==> config.mk <==
export PLATFORM = sky130hd
export DESIGN_NAME = upsample_read_ctrl
export DESIGN_NICKNAME = d
export VERILOG_FILES = /design/src/rtl/upsample_pkg.sv /design/src/rtl/upsample_pos_counter.sv /design/src/rtl/upsample_read_ctrl.sv
export SDC_FILE = /design/constraint.sdc
export NUM_CORES = 1
export LEC_CHECK = 0
export BUFFER_PORTS_ARGS = -buffer_cell sky130_fd_sc_hd__buf_2
export CAP_MARGIN = 20
export CORE_MARGIN = 3
export CORE_UTILIZATION = 45
export CTS_CLUSTER_SIZE = 8
export DETAILED_ROUTE_END_ITERATION = 8
export PLACE_DENSITY = 0.7
export SLEW_MARGIN = 10
export SYNTH_ARGS = -nofsm -noshare
export SYNTH_HDL_FRONTEND = slang
export SYNTH_SLANG_ARGS = --single-unit
==> constraint.sdc <==
create_clock -name Ext_Clk -period 2.1 [get_ports Ext_Clk]
set_clock_uncertainty 0.15 [all_clocks]
set_input_delay 0 -clock Ext_Clk [delete_from_list [all_inputs] [get_ports Ext_Clk]]
set_output_delay 0 -clock Ext_Clk [all_outputs]
set_load 0.02 [all_outputs]
==> src/rtl/upsample_pkg.sv <==
// Shared types and constants for the 2x up-sampling read sequencer.
package upsample_pkg;

  localparam int DATA_W  = 8;
  localparam int COL_DEF = 800;
  localparam int ROW_DEF = 600;

  typedef enum logic [1:0] {
    IDLE  = 2'd0,
    PASS1 = 2'd1,
    PASS2 = 2'd2
  } state_e;

  // Counter width that stays at least one bit for a single-row frame.
  function automatic int cnt_w(input int n);
    return (n > 1) ? $clog2(n) : 1;
  endfunction

endpackage

==> src/rtl/upsample_pos_counter.sv <==
// Column/row position counter pair: column wraps at COL-1, row steps on a
// column wrap when enabled and wraps at ROW-1.
module upsample_pos_counter
  import upsample_pkg::*;
#(
  parameter int COL = COL_DEF,
  parameter int ROW = ROW_DEF
) (
  input  logic                  clk_i,
  input  logic                  rst_i,
  input  logic                  clr_i,
  input  logic                  col_en_i,
  input  logic                  row_en_i,
  output logic [cnt_w(COL)-1:0] col_o,
  output logic                  col_last_o,
  output logic                  row_last_o
);

  localparam int COL_W = cnt_w(COL);
  localparam int ROW_W = cnt_w(ROW);
  localparam logic [COL_W-1:0] COL_MAX = COL_W'(COL - 1);
  localparam logic [ROW_W-1:0] ROW_MAX = ROW_W'(ROW - 1);

  logic [COL_W-1:0] col_q, col_d;
  logic [ROW_W-1:0] row_q, row_d;

  assign col_last_o = (col_q == COL_MAX);
  assign row_last_o = (row_q == ROW_MAX);
  assign col_o      = col_q;

  always_comb begin
    col_d = col_q;
    row_d = row_q;
    if (clr_i) begin
      col_d = '0;
      row_d = '0;
    end else if (col_en_i) begin
      if (col_last_o) begin
        col_d = '0;
        if (row_en_i) begin
          row_d = row_last_o ? '0 : row_q + 1'b1;
        end
      end else begin
        col_d = col_q + 1'b1;
      end
    end
  end

  always_ff @(posedge clk_i) begin
    if (rst_i) begin
      col_q <= '0;
      row_q <= '0;
    end else begin
      col_q <= col_d;
      row_q <= row_d;
    end
  end

endmodule

==> src/rtl/upsample_read_ctrl.sv <==
// Read-side sequencer: each source row is emitted from the FIFO, then replayed
// from the line shift register. Optional macro: UPSAMPLE_HDUP_EN (pixel doubling).
module upsample_read_ctrl
  import upsample_pkg::*;
#(
  parameter int COL = COL_DEF,
  parameter int ROW = ROW_DEF
) (
  input  logic              Ext_Clk,
  input  logic              Reset,
  input  logic              start,
  input  logic              fifo_empty,
  input  logic [DATA_W-1:0] fifo_dout,
  output logic              fifo_rd_en,
  input  logic [DATA_W-1:0] line_q,
  output logic              line_ce,
  output logic [DATA_W-1:0] line_d,
  output logic              line_sclr,
  output logic [DATA_W-1:0] out_data,
  output logic              out_valid,
  input  logic              out_ready,
  output logic              out_sol,
  output logic              out_eol,
  output logic              out_eof,
  output logic              busy,
  output logic              frame_done
);

  localparam int COL_W = cnt_w(COL);

  state_e            state_q, state_d;
  logic [COL_W-1:0]  col;
  logic              col_last, row_last;
  logic              src_avail, slot_free, load, advance, frame_start;
  logic [DATA_W-1:0] src_pix;
  logic              sol_d, eol_d, eof_d;

  logic [DATA_W-1:0] out_data_q;
  logic              out_valid_q, out_sol_q, out_eol_q, out_eof_q;

`ifdef UPSAMPLE_HDUP_EN
  logic dup_q;
`endif

  upsample_pos_counter #(
    .COL(COL),
    .ROW(ROW)
  ) u_pos (
    .clk_i     (Ext_Clk),
    .rst_i     (Reset),
    .clr_i     (frame_start),
    .col_en_i  (advance),
    .row_en_i  (state_q == PASS2),
    .col_o     (col),
    .col_last_o(col_last),
    .row_last_o(row_last)
  );

  always_comb begin
    src_avail = 1'b0;
    src_pix   = fifo_dout;
    case (state_q)
      PASS1:   src_avail = !fifo_empty;
      PASS2: begin
        src_avail = 1'b1;
        src_pix   = line_q;
      end
      default: src_avail = 1'b0;
    endcase
  end

  assign slot_free   = !out_valid_q || out_ready;
  assign load        = slot_free && src_avail;
  assign frame_start = (state_q == IDLE) && start;

  // Position only moves once a pixel has been fully emitted.
`ifdef UPSAMPLE_HDUP_EN
  assign advance = load && dup_q;
  assign sol_d   = (col == '0) && !dup_q;
  assign eol_d   = col_last && dup_q;
`else
  assign advance = load;
  assign sol_d   = (col == '0);
  assign eol_d   = col_last;
`endif
  assign eof_d = eol_d && (state_q == PASS2) && row_last;

  assign fifo_rd_en = advance && (state_q == PASS1) && !Reset;
  assign line_ce    = advance && !Reset;
  assign line_d     = src_pix;
  assign line_sclr  = Reset || frame_start;

  always_comb begin
    state_d = state_q;
    case (state_q)
      IDLE:  if (start) state_d = PASS1;
      PASS1: if (advance && col_last) state_d = PASS2;
      PASS2: if (advance && col_last) state_d = row_last ? IDLE : PASS1;
      default: state_d = IDLE;
    endcase
  end

  // Output register stage: loads a pixel whenever the slot frees up.
  always_ff @(posedge Ext_Clk) begin
    if (Reset) begin
      state_q     <= IDLE;
      out_valid_q <= 1'b0;
      out_data_q  <= '0;
      out_sol_q   <= 1'b0;
      out_eol_q   <= 1'b0;
      out_eof_q   <= 1'b0;
    end else begin
      state_q <= state_d;
      if (load) begin
        out_valid_q <= 1'b1;
        out_data_q  <= src_pix;
        out_sol_q   <= sol_d;
        out_eol_q   <= eol_d;
        out_eof_q   <= eof_d;
      end else if (out_ready) begin
        out_valid_q <= 1'b0;
      end
    end
  end

`ifdef UPSAMPLE_HDUP_EN
  always_ff @(posedge Ext_Clk) begin
    if (Reset || frame_start) begin
      dup_q <= 1'b0;
    end else if (load) begin
      dup_q <= !dup_q;
    end
  end
`endif

  assign out_data   = out_data_q;
  assign out_valid  = out_valid_q;
  assign out_sol    = out_sol_q;
  assign out_eol    = out_eol_q;
  assign out_eof    = out_eof_q;
  assign busy       = (state_q != IDLE) || out_valid_q;
  assign frame_done = out_valid_q && out_ready && out_eof_q && !Reset;

endmodule

; ---- Yosys cells after proc, flatten, opt, wreduce, memory -nomap -nowiden
; Index checks and enable logic that the tools add are counted.
[word_totals]
regBits = 34
latch_bits = 0
mem_bits_ro = 0
ramBits = 0
memories = 0
word_cells = 52
[classes]
magnitude_cmp = 0
reduce_logical = 24
addsub = 2
n_mul = 0
bitwise = 0
n_div = 0
shift = 0
mux = 11
eq_ne = 7
[ops]
columns = operator, count
row1 = 10-bit by 1-bit adder with 10-bit output (second input constant), 2
row2 = 10-bit == test (second input constant), 2
row3 = 10-bit two-way mux, 2
row4 = 1-bit logical AND, 11
row5 = 10-bit logical NOT, 1
row6 = 8-bit two-way mux, 1
row7 = 2-bit two-way mux, 3
row8 = 2-bit one-hot mux with 3 select lines, 1
row9 = 3-bit AND reduction, 2
row10 = 2-bit != test (second input constant), 2
row11 = 2-bit nonzero test, 2
row12 = 1-bit logical NOT, 3
row13 = 1-bit logical OR, 3
row14 = 1-bit two-way mux, 3
row15 = 2-bit by 1-bit == test with 1-bit output (second input constant), 1
row16 = 2-bit == test (second input constant), 1
row17 = 2-bit logical NOT, 1
row18 = 2-bit by 1-bit != test with 1-bit output (second input constant), 1
row19 = 1-bit one-hot mux with 2 select lines, 1
row20 = 2-bit OR reduction, 1

; ---- Logic depth before layout (Yosys ltp)
; Gate-level depths: netlist (run 1).
[logic_depth]
depth_word = 6
ltp_mapped = 8
mapped_depth_nobuf = 7

; ---- Modules after synthesis
; Synthesis (run 1) repeated with hierarchy kept, for this count alone.
[unflattened]
cells_unflattened = 216
hier_area_um2 = 1864.3
[modules_own_cells]
columns = mod, area_per_inst_um2, instances, cells_per_inst
row1 = upsample_pos_counter, 1021.0, 1, 121
row2 = upsample_read_ctrl, 843.3, 1, 95

; ---- Least setup slack after synthesis (run 1)
; OpenSTA, ideal clock, no wires.
[synth_path]
path_type = register -> register
startpoint = reg state_q[0]
endpoint = reg state_q[1]
period_less_slack_ns = 1.821
t_arrival_ns = 1.543
setup_slack_ns = 0.279
t_required_ns = 1.822
stages_incl_launch_ff = 7
cell_sequence = dfxtp_1 > inv_1 > ha_1 > o211ai_1 > o31ai_2 > mux2i_1 > nor2_1
[synth_via]
elab_chain_len = 6
[synth_lines]
columns = element, line_no
row1 = start: declaration, upsample_read_ctrl.sv:31  ; state_e state_q, state_d;
row2 = start signal: assignment, upsample_read_ctrl.sv:113  ; state_q <= state_d;
row3 = 2-bit == test or 2-bit by 1-bit == test with 1-bit output (tied branches), "upsample_read_ctrl.sv:62, upsample_read_ctrl.sv:95"
row4 = 1-bit one-hot mux with 2 select lines, upsample_read_ctrl.sv:62  ; case (state_q)
row5 = 1-bit logical AND, upsample_read_ctrl.sv:73  ; assign load = slot_free && src_avail;
row6 = 1-bit logical AND, "upsample_read_ctrl.sv:97, upsample_read_ctrl.sv:98"
row7 = 2-bit != test (no line) or 2-bit by 1-bit != test with 1-bit output (tied branches), n/a
row8 = 3-bit AND reduction (no line), n/a
; Several ways; a longest one is shown, not always the timed one.
; A chain may end at the register's enable or synchronous reset.

; ---- Final worst setup path (run 1)
[layout_path]
startpoint = reg state_q[0]
endpoint = out fifo_rd_en
[layout_via]
elab_chain_len = 5
[layout_lines]
columns = element, line_no
row1 = 2-bit == test or 2-bit by 1-bit == test with 1-bit output (tied branches), "upsample_read_ctrl.sv:62, upsample_read_ctrl.sv:88"
row2 = 1-bit one-hot mux with 2 select lines, upsample_read_ctrl.sv:62
row3 = 1-bit logical AND, upsample_read_ctrl.sv:73
row4 = 1-bit logical AND (*) (2 in series), upsample_read_ctrl.sv:88  ; assign fifo_rd_en = advance && (state_q == PASS1) && !Reset;
row5 = end: declaration, upsample_read_ctrl.sv:14  ; output logic fifo_rd_en,
; Every way passes the cells marked *; elsewhere a longest branch is shown, timed or not.

==> summary.md, run 1 <==
| Metric | Value |
|---|---|
| Die ar. | `4680 sq um` |
| Number of diodes | `0` |
| Initial DRC count | `102` |
| Most frequent cells in the layout | `45 x buf_2, 32 x dfxtp_1, 24 x nor2_1, 24 x nand2_1, 19 x dlygate4sd3_1` |
| First-pass GRT wire length | `7430 microns` |
| Fin crit period | `2.02 ns` |
| Data required, critical path | `1.95 ns` |
| Initial Utilization | `47.2%` |
| H-tree depth | `2` |
| Via density | `5.22` |
| Post-DP HPWL | `2990 microns` |
| Commonest non-fill, non-tap cell in the layout | `buf_2` |
| Met3 wire len | `179 microns` |
| Footprint of the multi-input gates | `1040 sq um` |
| Clock Latency Late Sink | `0.29 ns` |
| Gr usage total | `21.2%` |
| Post-Syn Nets | `233` |
| Initial antenna violation count | `0` |
| Sequential cell area fraction in the yosys report | `38.8%` |
| CTS tree | `done` |
| Path depth of the worst reg2reg path | `7` |
| Placed insts | `298` |
| Final nets | `307` |
| Top sig layer | `met4` |
| Die width | `68.4 microns` |
| Gpl congestion | `0.777` |
| Worst setup SP type | `register` |
| FF-to-FF Start | `state_q[0]` |
| CP max FO | `7` |
| Synthesized area per cell | `8.59 sq um` |
| GR Overflow Total | `0` |
| DRC viols | `0` |
| Final period util | `96.0%` |
| PD cells | `802 nW/um^2` |
| Finished Layout Cells | `327` |
| Initial DRT Pass Iterations | `4` |
| Routed via count | `1708` |
| Status | `completed` |
| Critical path arrival | `1.87 ns` |
| Final hold violations | `0` |
| Root Buffer | `clkbuf_8` |
| Lkg Pwr | `0.946 nW` |
| Top cells by area, synth | `dfxtp_1 39%, ha_1 5.7%, nand2_1 5.4%` |
| Area leader, netlist | `dfxtp_1` |
| Final setup viols | `0` |
| Clock sink count | `34` |
| Post-synthesis instance total | `204` |
| Critical path type | `reg -> out` |
| Post-route ant nets | `0` |
| Critical Path Sink Type | `primary output` |
| Final Max Slew Viols | `0` |
| Vias in the first global route | `1640` |
| Synthesized area | `1750 sq um` |
| # fillers | `305` |
| Avg WL per Cell | `13.9 microns` |
| VDD IR max | `0.480 mV` |
| Clock transition at path regs | `0.07 ns` |
| FF+latch count, synth | `34` |
| Worst setup path endpoint | `fifo_rd_en` |
| Area grow syn2layout | `36.1%` |
| Crit path launch | `state_q[0]` |
| Synth Warn # | `0` |
| Largest net degree at the start of global routing | `19` |
| FMAX | `496 MHz` |
| Reg-to-reg slack, setup | `0.14 ns` |
| R2r endpoint | `state_q[1]` |
| Met1 wire length | `1990 microns` |
| Yosys cell types | `40` |
| Num ports | `46` |
| Yosys top cell area share | `38.8%` |
| Relative slew slack | `74.4%` |
| WL final | `4560 microns` |
| Hold crit path type | `in -> reg` |
| Max-cap violations | `0` |
| Register Area | `683 sq um` |
| Height of the die | `68.4 microns` |
| Worst-Margin Slew | `0.384 ns` |
| Fraction of layout cells with a size suffix above 1 | `29.0%` |
| Std-Cell Core Area | `3720 sq um` |
| Longest Clk Path Bufs | `2` |
| Routed wl met2 | `2260 microns` |
| Pwr Total | `0.00191 W` |
| Row count | `22` |
| Port bufs | `45` |
| CTS buffer count | `5` |
stage by stage:
step           hold slack, ns  cell area, sq um  util [%]  setup WS, ns  TNS [ns]
5_1_grt                0.0826              2390      64.2       -0.0149   -0.0149
3_3_place_gp            0.216              2070      55.6         0.164         0
6_report               0.0530              2390      64.2        0.0834         0
4_1_cts                0.0199              2350      63.4        0.0600         0
2_1_floorplan          0.0480              1750         -         0.279         0
3_5_place_dp            0.217              2070      55.6         0.138         0
critical path: stages (launching register included):
cell,delay (ns)
dfxtp_2,0.37
inv_1,0.08
ha_1,0.29
o211ai_1,0.29
buf_4,0.17
nor2_1,0.05
and2_1,0.17
buf_2,0.15
state kept, by name, summed over array words and instances (netlist names):
name         count
out_valid        1
state_q          2
out_data         8
u_pos.col_o     10
u_pos.row_q     10
out_eol          1
out_sol          1
out_eof          1
per-layer routing:
metal,vias up,global-route usage [%]
met3,18,5.42
met1,795,25.3
met4,0,9.68
met2,42,35.4
li1,853,-
met5,-,0
cell families after synthesis:
| group | Yosys count | share of synthesized area (%) |
|---|---|---|
| buf+inv | 13 | 3.14 |
| simple gates | 100 | 30.0 |
| fa+ha+maj | 8 | 5.71 |
| xor+xnor | 17 | 8.49 |
| compound gates | 23 | 8.14 |
| flops | 34 | 38.8 |
| mux | 9 | 5.71 |
worst min path at each step:
stage / to / cells past startpoint / start
CTS: u_pos.row_q[3] / 4 / start
global route: state_q[0] / 4 / start
detailed placement: line_d[2] / 3 / fifo_dout[2]
global placement: line_d[7] / 3 / line_q[7]
floorplan: line_d[0] / 1 / fifo_dout[0]
finish: state_q[0] / 4 / start
power by group:
part / leakage, nW / internal, W / switching, W
Sequential: 0.275 / 0.000692 / 0.0000337
Clock: 0.0482 / 0.000264 / 0.000232
Combinational: 0.623 / 0.000289 / 0.000403
Total: 0.946 / 0.00125 / 0.000668
cells in the mapped netlist (all sizes together):
master	count
dfxtp	34
nand2	25
nor2	24
a21oi	15
nand3	12
nand4	9
xnor2	9
ha	8
mux2	8
xor2	8
inv	6
nor3	6
nor4	5
buf	4
and2	3
clkbuf	3
nand2b	3
and3	2
nor2b	2
o211ai	2
o21ai	2
o31ai	2
or2	2
or3	2
a2bb2oi	1
and4	1
and4b	1
mux2i	1
nand3b	1
nand4b	1
nor4b	1
o211a	1
area by class of cell:
cell class | count | share of cell area, %
Inverter | 6 | 0.944
Timing Repair Buffer | 74 | 20.6
Sequential cell | 34 | 28.6
Tap cell | 48 | 2.52
Multi-Input combinational cell | 157 | 43.5
Clock buffer | 7 | 3.62
Clock inverter | 1 | 0.210
what timing repair did:
| item | 4_1_cts | 5_1_grt |
|---|---|---|
| buffers inserted | 1 | 1 |
| endpoints found under the hold margin | 13 | 0 |
| pin swaps | 1 | 1 |
| setup endpoints to repair | 1 | 13 |
| gates resized for setup | 0 | 7 |
| hold buffers | 19 | 0 |
(Power assumes the default switching activity.)
==> run 2: changes to the inputs <==
--- a/config.mk
+++ b/config.mk
@@ -5,13 +5,14 @@
 export SDC_FILE = /design/constraint.sdc
 export NUM_CORES = 1
 export LEC_CHECK = 0
+export ABC_AREA = 1
 export BUFFER_PORTS_ARGS = -buffer_cell sky130_fd_sc_hd__buf_2
 export CAP_MARGIN = 20
 export CORE_MARGIN = 3
 export CORE_UTILIZATION = 45
 export CTS_CLUSTER_SIZE = 8
 export DETAILED_ROUTE_END_ITERATION = 8
-export PLACE_DENSITY = 0.7
+export PLACE_DENSITY = 0.68
 export SLEW_MARGIN = 10
 export SYNTH_ARGS = -nofsm -noshare
 export SYNTH_HDL_FRONTEND = slang
==> run 2 against run 1 <==
Effect of this change:
- via count rose by 24%
- core utilization decreased by 1.7 points
- setup slack gained 0.050 ns
- critical path type is now reg -> reg
- critical path depth is 2 higher
- synthesized cell count grew 53%
- sequential share of layout area shrank 2.5 points
- largest cell class unchanged
==> summary.md, run 2 <==
| Metric | Value |
|---|---|
| Critical Path Sink Type | `register` |
| Routed via count | `2116 (+24%)` |
| Final Max Slew Viols | `0 (unchanged)` |
| Top cells by area, synth | `dfxtp_1 34%, nand2_1 18%, inv_1 6.9%` |
| Vias in the first global route | `2071 (+26%)` |
| Number of diodes | `0 (unchanged)` |
| Root Buffer | `clkbuf_8` |
| PD cells | `896 nW/um^2 (+12%)` |
| Number of flops mapped to enable cells by yosys | `0 (unchanged)` |
| Sequential cell area fraction in the yosys report | `33.7% (-5.2 points)` |
| Count leader, synth | `nand2_1` |
| Worst setup SP type | `register` |
| # fillers | `380 (+25%)` |
| Area leader, netlist | `dfxtp_1` |
| Synthesized area per cell | `6.48 sq um (-25%)` |
| Most used DFF post-synth | `dfxtp_1` |
| Async SR Flop Fraction | `0% (unchanged)` |
| GRT met1 Usage | `29.4% (+4.1 points)` |
| CTS tree | `done` |
| Fin crit period | `1.97 ns (-0.0498 ns)` |
| WL final | `5160 microns (+13%)` |
| Commonest non-fill, non-tap cell in the layout | `nand2_1` |
| CP max FO | `9 (+2)` |
| VDD IR max | `0.522 mV (+8.8%)` |
| Via density | `4.92 (-5.8%)` |
| Post-synthesis instance total | `312 (+53%)` |
| Initial DRT Pass Iterations | `4 (unchanged)` |
| Num ports | `46 (unchanged)` |
| Row count | `23 (+4.5%)` |
| Path depth of the worst reg2reg path | `9 (+2)` |
| Finished Layout Cells | `430 (+31%)` |
| Hold crit path type | `in -> out` |
| Global route hottest layer | `met2` |
| Die width | `73.0 microns (+6.7%)` |
| FF+latch count, synth | `34 (unchanged)` |
| Port bufs | `45 (unchanged)` |
| CTS buffer count | `5 (unchanged)` |
| Synthesized area | `2020 sq um (+15%)` |
| Avg WL per Cell | `12.0 microns (-14%)` |
| GR Overflow Total | `0 (unchanged)` |
| Final hold violations | `0 (unchanged)` |
| Height of the die | `73.0 microns (+6.7%)` |
| FMAX | `508 MHz (+2.5%)` |
| RSZ-0062 raised after global routing | `false` |
| First-pass GRT wire length | `9100 microns (+22%)` |
| Initial Utilization | `48.5% (+1.3 points)` |
| Fraction of layout cells with a size suffix above 1 | `21.3% (-7.7 points)` |
| Hold Path Stages | `4 (unchanged)` |
| Yosys cell types | `29 (-28%)` |
| Initial antenna violation count | `0 (unchanged)` |
| Placed insts | `404 (+36%)` |
| Post-route ant nets | `0 (unchanged)` |
| Data required, critical path | `2.16 ns (+0.21 ns)` |
| Synth top cells by count | `96 x nand2_1, 37 x inv_1, 35 x nor2_1, 34 x dfxtp_1, 27 x a21oi_1` |
| H-tree depth | `2 (unchanged)` |
| Gpl congestion | `0.901 (+16%)` |
| Most frequent cells in the layout | `96 x nand2_1, 45 x buf_2, 35 x inv_1, 35 x nor2_1, 33 x dfxtp_1` |
| Final setup viols | `0 (unchanged)` |
| DRC viols | `0 (unchanged)` |
| Initial DRC count | `111 (+8.8%)` |
| Critical path arrival | `2.03 ns (+0.16 ns)` |
| Yosys top cell area share | `33.7% (-5.2 points)` |
| Synth Warn # | `0 (unchanged)` |
| Area grow syn2layout | `29.0%` |
| Clock sink count | `34 (unchanged)` |
| Status | `completed` |
| Worst-Margin Slew | `0.341 ns (-0.0436 ns)` |
| Lkg Pwr | `1.18 nW (+25%)` |
| Die ar. | `5330 sq um (+14%)` |
| Relative slew slack | `77.3% (+2.9 points)` |
| Longest Clk Path Bufs | `2 (unchanged)` |
| Critical path type | `reg -> reg` |
| Largest net degree at the start of global routing | `19 (unchanged)` |
| Met2 Resource Use GR | `33.1% (-2.3 points)` |
| Clock transition at path regs | `0.07 ns (about the same)` |
| Post-Syn Nets | `341 (+46%)` |
| Final period util | `93.7% (-2.4 points)` |
| Final nets | `410 (+34%)` |
| Met3 GRT Util | `6.89% (+1.5 points)` |
| Max-cap violations | `0 (unchanged)` |
| Clock Latency Late Sink | `0.28 ns (about the same)` |
| Std-Cell Core Area | `4170 sq um (+12%)` |
| Gr usage total | `21.7% (+0.48 points)` |
| Post-DP HPWL | `3650 microns (+22%)` |
| Setup TNS | `0 ns (unchanged)` |
==> run 2: changes by cell type after synthesis, moves of 4 or more <==
cell	previous run	this run
a21oi_1	15	27
inv_1	6	37
mux2_2	8	0
nand2_1	25	96
nand2_2	0	5
nand3_1	12	20
nor2_1	24	35
nor4_1	4	0
o21ai_0	1	7
xnor2_1	9	0
xor2_1	8	1
==> run 2: where the power goes <==
group,total [W],switching (W),internal [W],leakage [nW]
clock,0.000471,0.000219,0.000253,0.0431
sequential,0.000749,0.0000442,0.000704,0.275
combinational,0.00112,0.000673,0.000443,0.867
==> run 2: final timing paths <==
check	to	start	slack [ns]
worst min-delay path	line_d[3]	line_q[3]	0.19
worst min register to register	out_data[2]	out_data[2]	0.31
worst max-delay path	out_data[6]	state_q[0]	0.13
worst max register to register	out_data[6]	state_q[0]	0.13
==> run 2: layout make-up <==
cell class,instances,area [sq um],area share (%)
Multi-Input combinational cell,230,1160,44.3
Sequential cell,34,682,26.2
Timing Repair Buffer,70,474,18.2
Inverter,40,150,5.76
Clock buffer,6,82.6,3.17
Tap cell,50,62.6,2.40
==> run 2: cell families (layout without fill, tap and decap cells) <==
kind of cell               after synthesis  in the layout  synth area share [%]
buffers and inverters                   48            116                  9.90
AOI/OAI and AO/OA                       37             37                  9.65
and+or+nand+nor                        184            184                  41.4
DFF                                     34             34                  33.7
adders and majority gates                8              8                  4.95
xor gates and xnor gates                 1              1                 0.433
==> run 2: critical path: stages (launching register included) <==
cell and delay, ns:
dfxtp_2 0.37, inv_2 0.07, ha_2 0.20, inv_2 0.09, buf_6 0.14, nand2_1 0.06, nand2_1 0.08, dlygate4sd3_1 0.57
nand2_1 0.05, a21oi_1 0.11
==> run 2: stage by stage <==
step                      total power, W  hold WS [ns]  instance area (sq um)  worst slack, ns  util, %
final                            0.00234         0.188                   2610            0.133     62.5
after global routing             0.00251         0.213                   2610           0.0101     62.5
after CTS                        0.00228         0.186                   2580           0.0356     61.8
after detailed placement         0.00172         0.184                   2300            0.150     55.1
after global placement           0.00170         0.187                   2300            0.244     55.1
after floorplan                  0.00146       -0.0809                   2020            0.362        -
==> run 2: per-layer routing <==
layer  wire length [microns]  share of wire (%)
met5                       0                  0
met1                    2430                 47
met3                     360                7.0
met4                      56                1.1
met2                    2320                 45
==> run 2: repair_timing <==
item / CTS / global route
gates resized for setup: 0 / 8
endpoints found under the setup margin: 0 / 12
endpoints found under the hold margin: 12 / 0
setup buffers: 0 / 0
hold buffers: 20 / 0
